===== src/rtl/adder_pkg.sv =====
// Shared definitions for the pipelined adder slice.
//   ADDER_WIDTH : default operand / sum width
//   COUNT_W     : width of the delivered-result counter
//   operand_t   : {a, b, cin} beat at the default width
//   result_t    : {cout, sum} beat at the default width
package adder_pkg;

  localparam int ADDER_WIDTH = 4;
  localparam int COUNT_W     = 16;

  typedef struct packed {
    logic [ADDER_WIDTH-1:0] a;
    logic [ADDER_WIDTH-1:0] b;
    logic                   cin;
  } operand_t;

  typedef struct packed {
    logic                   cout;
    logic [ADDER_WIDTH-1:0] sum;
  } result_t;

endpackage


===== src/rtl/adder_if.sv =====
// Operand and result channels of the pipelined adder, each with valid/ready.
//   master : the environment side (drives operands, consumes results)
//   slave  : the adder side (accepts operands, presents results and count)
interface adder_if
  import adder_pkg::*;
#(
  parameter int WIDTH = ADDER_WIDTH
);

  logic               in_valid;
  logic               in_ready;
  logic [WIDTH-1:0]   a;
  logic [WIDTH-1:0]   b;
  logic               cin;
  logic               out_valid;
  logic               out_ready;
  logic [WIDTH-1:0]   sum;
  logic               cout;
  logic [COUNT_W-1:0] result_count;

  modport master (
    output in_valid, a, b, cin, out_ready,
    input  in_ready, out_valid, sum, cout, result_count
  );

  modport slave (
    input  in_valid, a, b, cin, out_ready,
    output in_ready, out_valid, sum, cout, result_count
  );

endinterface


===== src/rtl/adder_stage.sv =====
// Generic valid/ready pipeline register, payload type given by parameter T.
//   clk, reset           : clock, synchronous active-high reset
//   in_valid/in_ready    : upstream handshake, in_data payload
//   out_valid/out_ready  : downstream handshake, out_data payload (from flops)
// The stage loads whenever it is empty or its contents leave on the same
// edge, so an empty stage pulls a bubble or a beat regardless of out_ready.
module adder_stage #(
  parameter type T = logic
) (
  input  logic clk,
  input  logic reset,
  input  logic in_valid,
  output logic in_ready,
  input  T     in_data,
  output logic out_valid,
  input  logic out_ready,
  output T     out_data
);

  logic vld;
  T     data;
  logic load_ok;

  // Combinational ready: ripples straight through from out_ready.
  assign load_ok   = !vld || out_ready;
  assign in_ready  = load_ok;
  assign out_valid = vld;
  assign out_data  = data;

  // Payload is cleared on reset so the downstream outputs read zero.
  always_ff @(posedge clk) begin
    if (reset) begin
      vld  <= 1'b0;
      data <= '0;
    end else if (load_ok) begin
      vld <= in_valid;
      if (in_valid) begin
        data <= in_data;
      end
    end
  end

endmodule


===== src/rtl/pipelined_adder.sv =====
// Two-stage pipelined WIDTH-bit adder with carry-in/carry-out.
//   clk, reset : clock, synchronous active-high reset
//   bus.slave  : operand channel (in_valid/in_ready, a, b, cin),
//                result channel (out_valid/out_ready, sum, cout),
//                result_count (saturating count of delivered results)
// Stage 1 registers the operands; the add is done between the stages and
// stage 2 registers {cout, sum}, so all result outputs come from flops.
module pipelined_adder
  import adder_pkg::*;
#(
  parameter int WIDTH = ADDER_WIDTH
) (
  input logic   clk,
  input logic   reset,
  adder_if.slave bus
);

  typedef struct packed {
    logic [WIDTH-1:0] a;
    logic [WIDTH-1:0] b;
    logic             cin;
  } opnd_t;

  typedef struct packed {
    logic             cout;
    logic [WIDTH-1:0] sum;
  } res_t;

  function automatic res_t add_operands(input opnd_t op);
    logic [WIDTH:0] total;
    total = {1'b0, op.a} + {1'b0, op.b} + {{WIDTH{1'b0}}, op.cin};
    return res_t'(total);
  endfunction

  function automatic logic [COUNT_W-1:0] sat_inc(input logic [COUNT_W-1:0] c);
    return (c == {COUNT_W{1'b1}}) ? c : c + COUNT_W'(1);
  endfunction

  opnd_t              opnd_p0;
  opnd_t              opnd_p1;
  logic               vld_p1;
  logic               s2_ready;
  res_t               res_p1;
  res_t               res_p2;
  logic               vld_p2;
  logic [COUNT_W-1:0] count;

  assign opnd_p0 = '{a: bus.a, b: bus.b, cin: bus.cin};

  // ---- stage 1: operand register ----
  adder_stage #(.T(opnd_t)) u_stage1 (
    .clk       (clk),
    .reset     (reset),
    .in_valid  (bus.in_valid),
    .in_ready  (bus.in_ready),
    .in_data   (opnd_p0),
    .out_valid (vld_p1),
    .out_ready (s2_ready),
    .out_data  (opnd_p1)
  );

  assign res_p1 = add_operands(opnd_p1);

  // ---- stage 2: result register ----
  adder_stage #(.T(res_t)) u_stage2 (
    .clk       (clk),
    .reset     (reset),
    .in_valid  (vld_p1),
    .in_ready  (s2_ready),
    .in_data   (res_p1),
    .out_valid (vld_p2),
    .out_ready (bus.out_ready),
    .out_data  (res_p2)
  );

  assign bus.out_valid = vld_p2;
  assign bus.sum       = res_p2.sum;
  assign bus.cout      = res_p2.cout;

  // ---- output side: delivered-result counter ----
  always_ff @(posedge clk) begin
    if (reset) begin
      count <= '0;
    end else if (vld_p2 && bus.out_ready) begin
      count <= sat_inc(count);
    end
  end

  assign bus.result_count = count;

endmodule


===== src/flat_wrapper.sv =====
// flat-port wrapper written by rule: the top's interface ports become plain ports
module pipelined_adder_flat import adder_pkg::*;
#(
  parameter int WIDTH = ADDER_WIDTH
)
  (clk, reset, bus_in_valid, bus_a, bus_b, bus_cin, bus_out_ready, bus_in_ready, bus_out_valid, bus_sum, bus_cout, bus_result_count);
  adder_if #(.WIDTH(WIDTH)) bus_i ();
  input logic clk;
  input logic reset;
  input wire logic [$bits(bus_i.in_valid)-1:0] bus_in_valid;
  input wire logic [$bits(bus_i.a)-1:0] bus_a;
  input wire logic [$bits(bus_i.b)-1:0] bus_b;
  input wire logic [$bits(bus_i.cin)-1:0] bus_cin;
  input wire logic [$bits(bus_i.out_ready)-1:0] bus_out_ready;
  output wire logic [$bits(bus_i.in_ready)-1:0] bus_in_ready;
  output wire logic [$bits(bus_i.out_valid)-1:0] bus_out_valid;
  output wire logic [$bits(bus_i.sum)-1:0] bus_sum;
  output wire logic [$bits(bus_i.cout)-1:0] bus_cout;
  output wire logic [$bits(bus_i.result_count)-1:0] bus_result_count;
  assign bus_i.in_valid = bus_in_valid;
  assign bus_i.a = bus_a;
  assign bus_i.b = bus_b;
  assign bus_i.cin = bus_cin;
  assign bus_i.out_ready = bus_out_ready;
  assign bus_in_ready = bus_i.in_ready;
  assign bus_out_valid = bus_i.out_valid;
  assign bus_sum = bus_i.sum;
  assign bus_cout = bus_i.cout;
  assign bus_result_count = bus_i.result_count;
  pipelined_adder #(.WIDTH(WIDTH)) u_core (.clk(clk), .reset(reset), .bus(bus_i));
endmodule

===== config.mk =====
export PLATFORM = sky130hd
export DESIGN_NAME = pipelined_adder_flat
export DESIGN_NICKNAME = d
export VERILOG_FILES = /design/src/rtl/adder_pkg.sv /design/src/rtl/adder_if.sv /design/src/rtl/adder_stage.sv /design/src/rtl/pipelined_adder.sv /design/src/flat_wrapper.sv
export SDC_FILE = /design/constraint.sdc
export NUM_CORES = 1
export LEC_CHECK = 0
export CORE_ASPECT_RATIO = 0.7
export CORE_MARGIN = 1.5
export CORE_UTILIZATION = 49
export CTS_CLUSTER_SIZE = 20
export DETAILED_ROUTE_END_ITERATION = 12
export HOLD_SLACK_MARGIN = 0.08
export PLACE_DENSITY = 0.86
export SKIP_LAST_GASP = 1
export SYNTH_ARGS = -nofsm -noshare
export SYNTH_HDL_FRONTEND = slang
export SYNTH_SLANG_ARGS = --single-unit

===== constraint.sdc =====
create_clock -name clk -period 1.9 [get_ports clk]
set_input_delay 0.38 -clock clk [delete_from_list [all_inputs] [get_ports clk]]
set_output_delay 0.38 -clock clk [all_outputs]
set_load 0.01 [all_outputs]

==> metrics <==
max_slew headroom between 70% and 80%; met1 wire length 1.797 mm; Final ANT Viol Nets 0; post-synthesis simple-gate area fraction approximately 29%; H-Tree Depth 2; Core ar. 2903 um^2; die width 70.20 um; Top cell by count, worst path buf_4; Final Setup Violations 0; main combinational cell family by area after synthesis simple AND/OR/NAND/NOR gates; worst ir drop on vdd 469.6 uV; Netlist cell types 35; total track usage ~24%; Initial Utilization 53.36%; Hold Fails Final Rpt 0; Vias per Instance between 5 and 6; vias in the first global route 1,515; first-pass GRT wire length 6.837 mm; largest net degree at the start of global routing 36; syn nets roughly 200; clk sink count 32; met2 wire length 1.860 mm; fraction of layout cells with a size suffix above 1 12.11%; Power Density 659.0 nW/um^2; Net Sw Frac 23.08%; CP Launch Type input pin; Mapped Area 1549 um^2; cells along the critical path clkdlybuf4s50_1, nand2_1, buf_4, nor4_1, buf_4, a41o_1, nor2_1; drt wl/cell 15.38 um; Buf+Inv Stages, Crit Path 3; Congestion Overflow GR 0; I/O pin total 36; Ys Warns 0; critical path type in2reg; top achievable clock speed approximately 550 MHz; RSZ-0062 raised after global routing no; CTS Root Cell clkbuf_8; proportion of synthesized area in mux cells 1.454%; area delta synth->final 35.14%; uppermost layer routed met4; internal power 1061 uW; CP endpoint kind flip-flop; clk_skew 0.004165 ns; Adder-Cell Fraction of Synth Area 5.816%; crit-path leading delay family buffers and inverters; Rows 16; final WL between 3 and 4 mm; Seq cells post-synth 32; port bufs 35; worst-margin pin slew ~0.42 ns; clock share of power between 30% and 40%; # resized after CTS 2; Vias 1,547; Crit path arrival time 1.99 ns; Layout Nets 241; Detailed Routing Iterations Pass 1 4; Synth Instances 179; Max Cap Viol 0; met3 wire len 250 um; post-CTS setup buffer count 0; fin crit period 1.826 ns; Logic pwr share 10.3%; Seq pwr share between 50 and 60%; share of the synthesized netlist area taken by xor and xnor gates 1.131%; Worst path slowest cell clkdlybuf4s50_1; Period Utilization, post-route between 90 and 100%; CTS tree done; Hold-fix buffers, CTS 0; worst skew pair latency 0.28 ns; post-synthesis sequential area ratio 41.36%; Util after Layout approximately 70%; n_diodes 0; Fin Hold WS approximately 0.46 ns; CTS buffer count 5; Synth Area in Compound Gates 17.93%; Avg Inst Size Synth 8.654 um^2; type of the tightest min-delay check reg2reg; Die Ht approximately 50 um; DP Wirelength 2.840 mm; critical-path maximum fanout 12; status completed; Reg clk slew, reported paths around 0.06 ns; switching power approximately 320 uW; P_leak about 0.00077 uW; routability cong. 0.8935; Post-route DRC 0; Worst path max stage delay 0.54 ns; Detailed Route Iter0 Violations ~140; Slew Viols, Final 0; clock tree buffer depth 2; initial antenna violation count 0; full die area 3513 um^2; CP required 2.06 ns
## layer usage
| layer | vias to the layer above | global-route usage (%) |
|---|---|---|
| met2 | 79 | 41.43 |
| li1 | 740 | - |
| met5 | - | 0 |
| met3 | 13 | 5.521 |
| met1 | 715 | 31.08 |
| met4 | 0 | 7.692 |
## synthesized netlist by cell type, drive strengths merged
master	instances	area share [%]
fa	2	2.6
a21o	1	0.48
ha	4	3.2
clkbuf	7	1.7
nand2b	1	0.40
a41o	1	0.65
xor2	1	0.57
o21ai	4	1.3
xnor2	1	0.57
a211oi	2	0.97
o21bai	1	0.48
nand3	13	4.5
a21oi	26	8.4
a31oi	2	0.81
mux2	2	1.5
and4	2	1.1
and2	2	0.81
nand3b	3	1.5
inv	6	1.5
buf	2	0.65
or4	8	3.9
nand2	21	5.1
nor3	1	0.32
nand4	5	3.2
or3	3	1.4
or2	1	0.40
o31ai	10	4.8
nor4	4	2.6
dfxtp	32	41
nor2b	4	1.6
nor2	7	1.7
## power groups by stage
stage                     Sequential [uW]  Clock [uW]  Combinational [uW]
after floorplan                       722           0                66.3
after global placement                720           0                 134
after detailed placement              721           0                 141
after CTS                             706         537                 142
after global routing                  709         567                 156
final                                 706         531                 142
## kinds of logic after synthesis
| group | Yosys count |
|---|---|
| AO/OA/AOI/OAI | 47 |
| buffers and inverters | 15 |
| flip-flops | 32 |
| multiplexers | 2 |
| AND/OR/NAND/NOR | 75 |
| XOR/XNOR | 2 |
| adder cells (fa/ha/maj) | 6 |
## worst reg2reg max path, delay by kind of cell, from the launching register on
family | cells | cell delay, ns
DFF | 1 | 0.33
and+or+nand+nor | 3 | 0.73
adders and majority gates | 1 | 0.20
muxes | 1 | 0.37
## state kept, by name, indices dropped and copies added, names as in the netlist
name	count
u_core.u_stage1.out_data	9
u_core.u_stage2.out_data	5
u_core.u_stage2.out_valid	1
u_core.bus.result_count	16
u_core.u_stage1.out_valid	1
## worst paths after layout
kind                          startpoint                           to  slack (ns)  cells after the start
min reg2reg  u_core.u_stage2.out_data[2]  u_core.u_stage2.out_data[2]        0.46                      2
max                        bus_out_ready  u_core.bus.result_count[14]        0.07                      7
min          u_core.u_stage2.out_data[2]  u_core.u_stage2.out_data[2]        0.46                      2
max reg2reg   u_core.bus.result_count[0]  u_core.bus.result_count[10]        0.15                      5
## per-stage QoR
| stage | instance area (um^2) | worst slack [ns] | instances | TNS, ns | total power, uW |
|---|---|---|---|---|---|
| floorplan | 1549 | 0.08309 | 179 | 0 | 788.6 |
| global placement | 1996 | -0.1905 | 251 | -0.7153 | 853.2 |
| detailed placement | 1996 | -0.2367 | 251 | -1.194 | 861.6 |
| CTS | 2091 | 0.03089 | 259 | 0 | 1384 |
| global route | 2093 | 0.002607 | 259 | 0 | 1432 |
| finish | 2093 | 0.07363 | 259 | 0 | 1379 |
## cell usage in the layout, fill, tap and decap left out, drive strengths merged, types with 2 or more instances in the layout
master	netlist	layout
nor2	7	7
clkbuf	7	8
o31ai	10	10
nor4	4	4
nand3b	3	3
dfxtp	32	32
a21oi	26	26
nor2b	4	4
clkdlybuf4s50	0	34
a211oi	2	2
or3	3	3
buf	2	10
nand3	13	13
nand2	21	21
inv	6	6
a31oi	2	2
ha	4	4
and2	2	2
mux2	2	2
nand4	5	5
fa	2	2
and4	2	2
o21ai	4	4
or4	8	8
## layout make-up
class                   count  area (um^2)
well taps                  36        45.04
inverters                   6        22.52
repair buffers             45        436.7
flip-flops and latches     32        640.6
clock buffers               8        90.09
fillers                   191        809.5
multi-input cells         132        858.3
No activity file was read; power rests on OpenSTA's default activity.
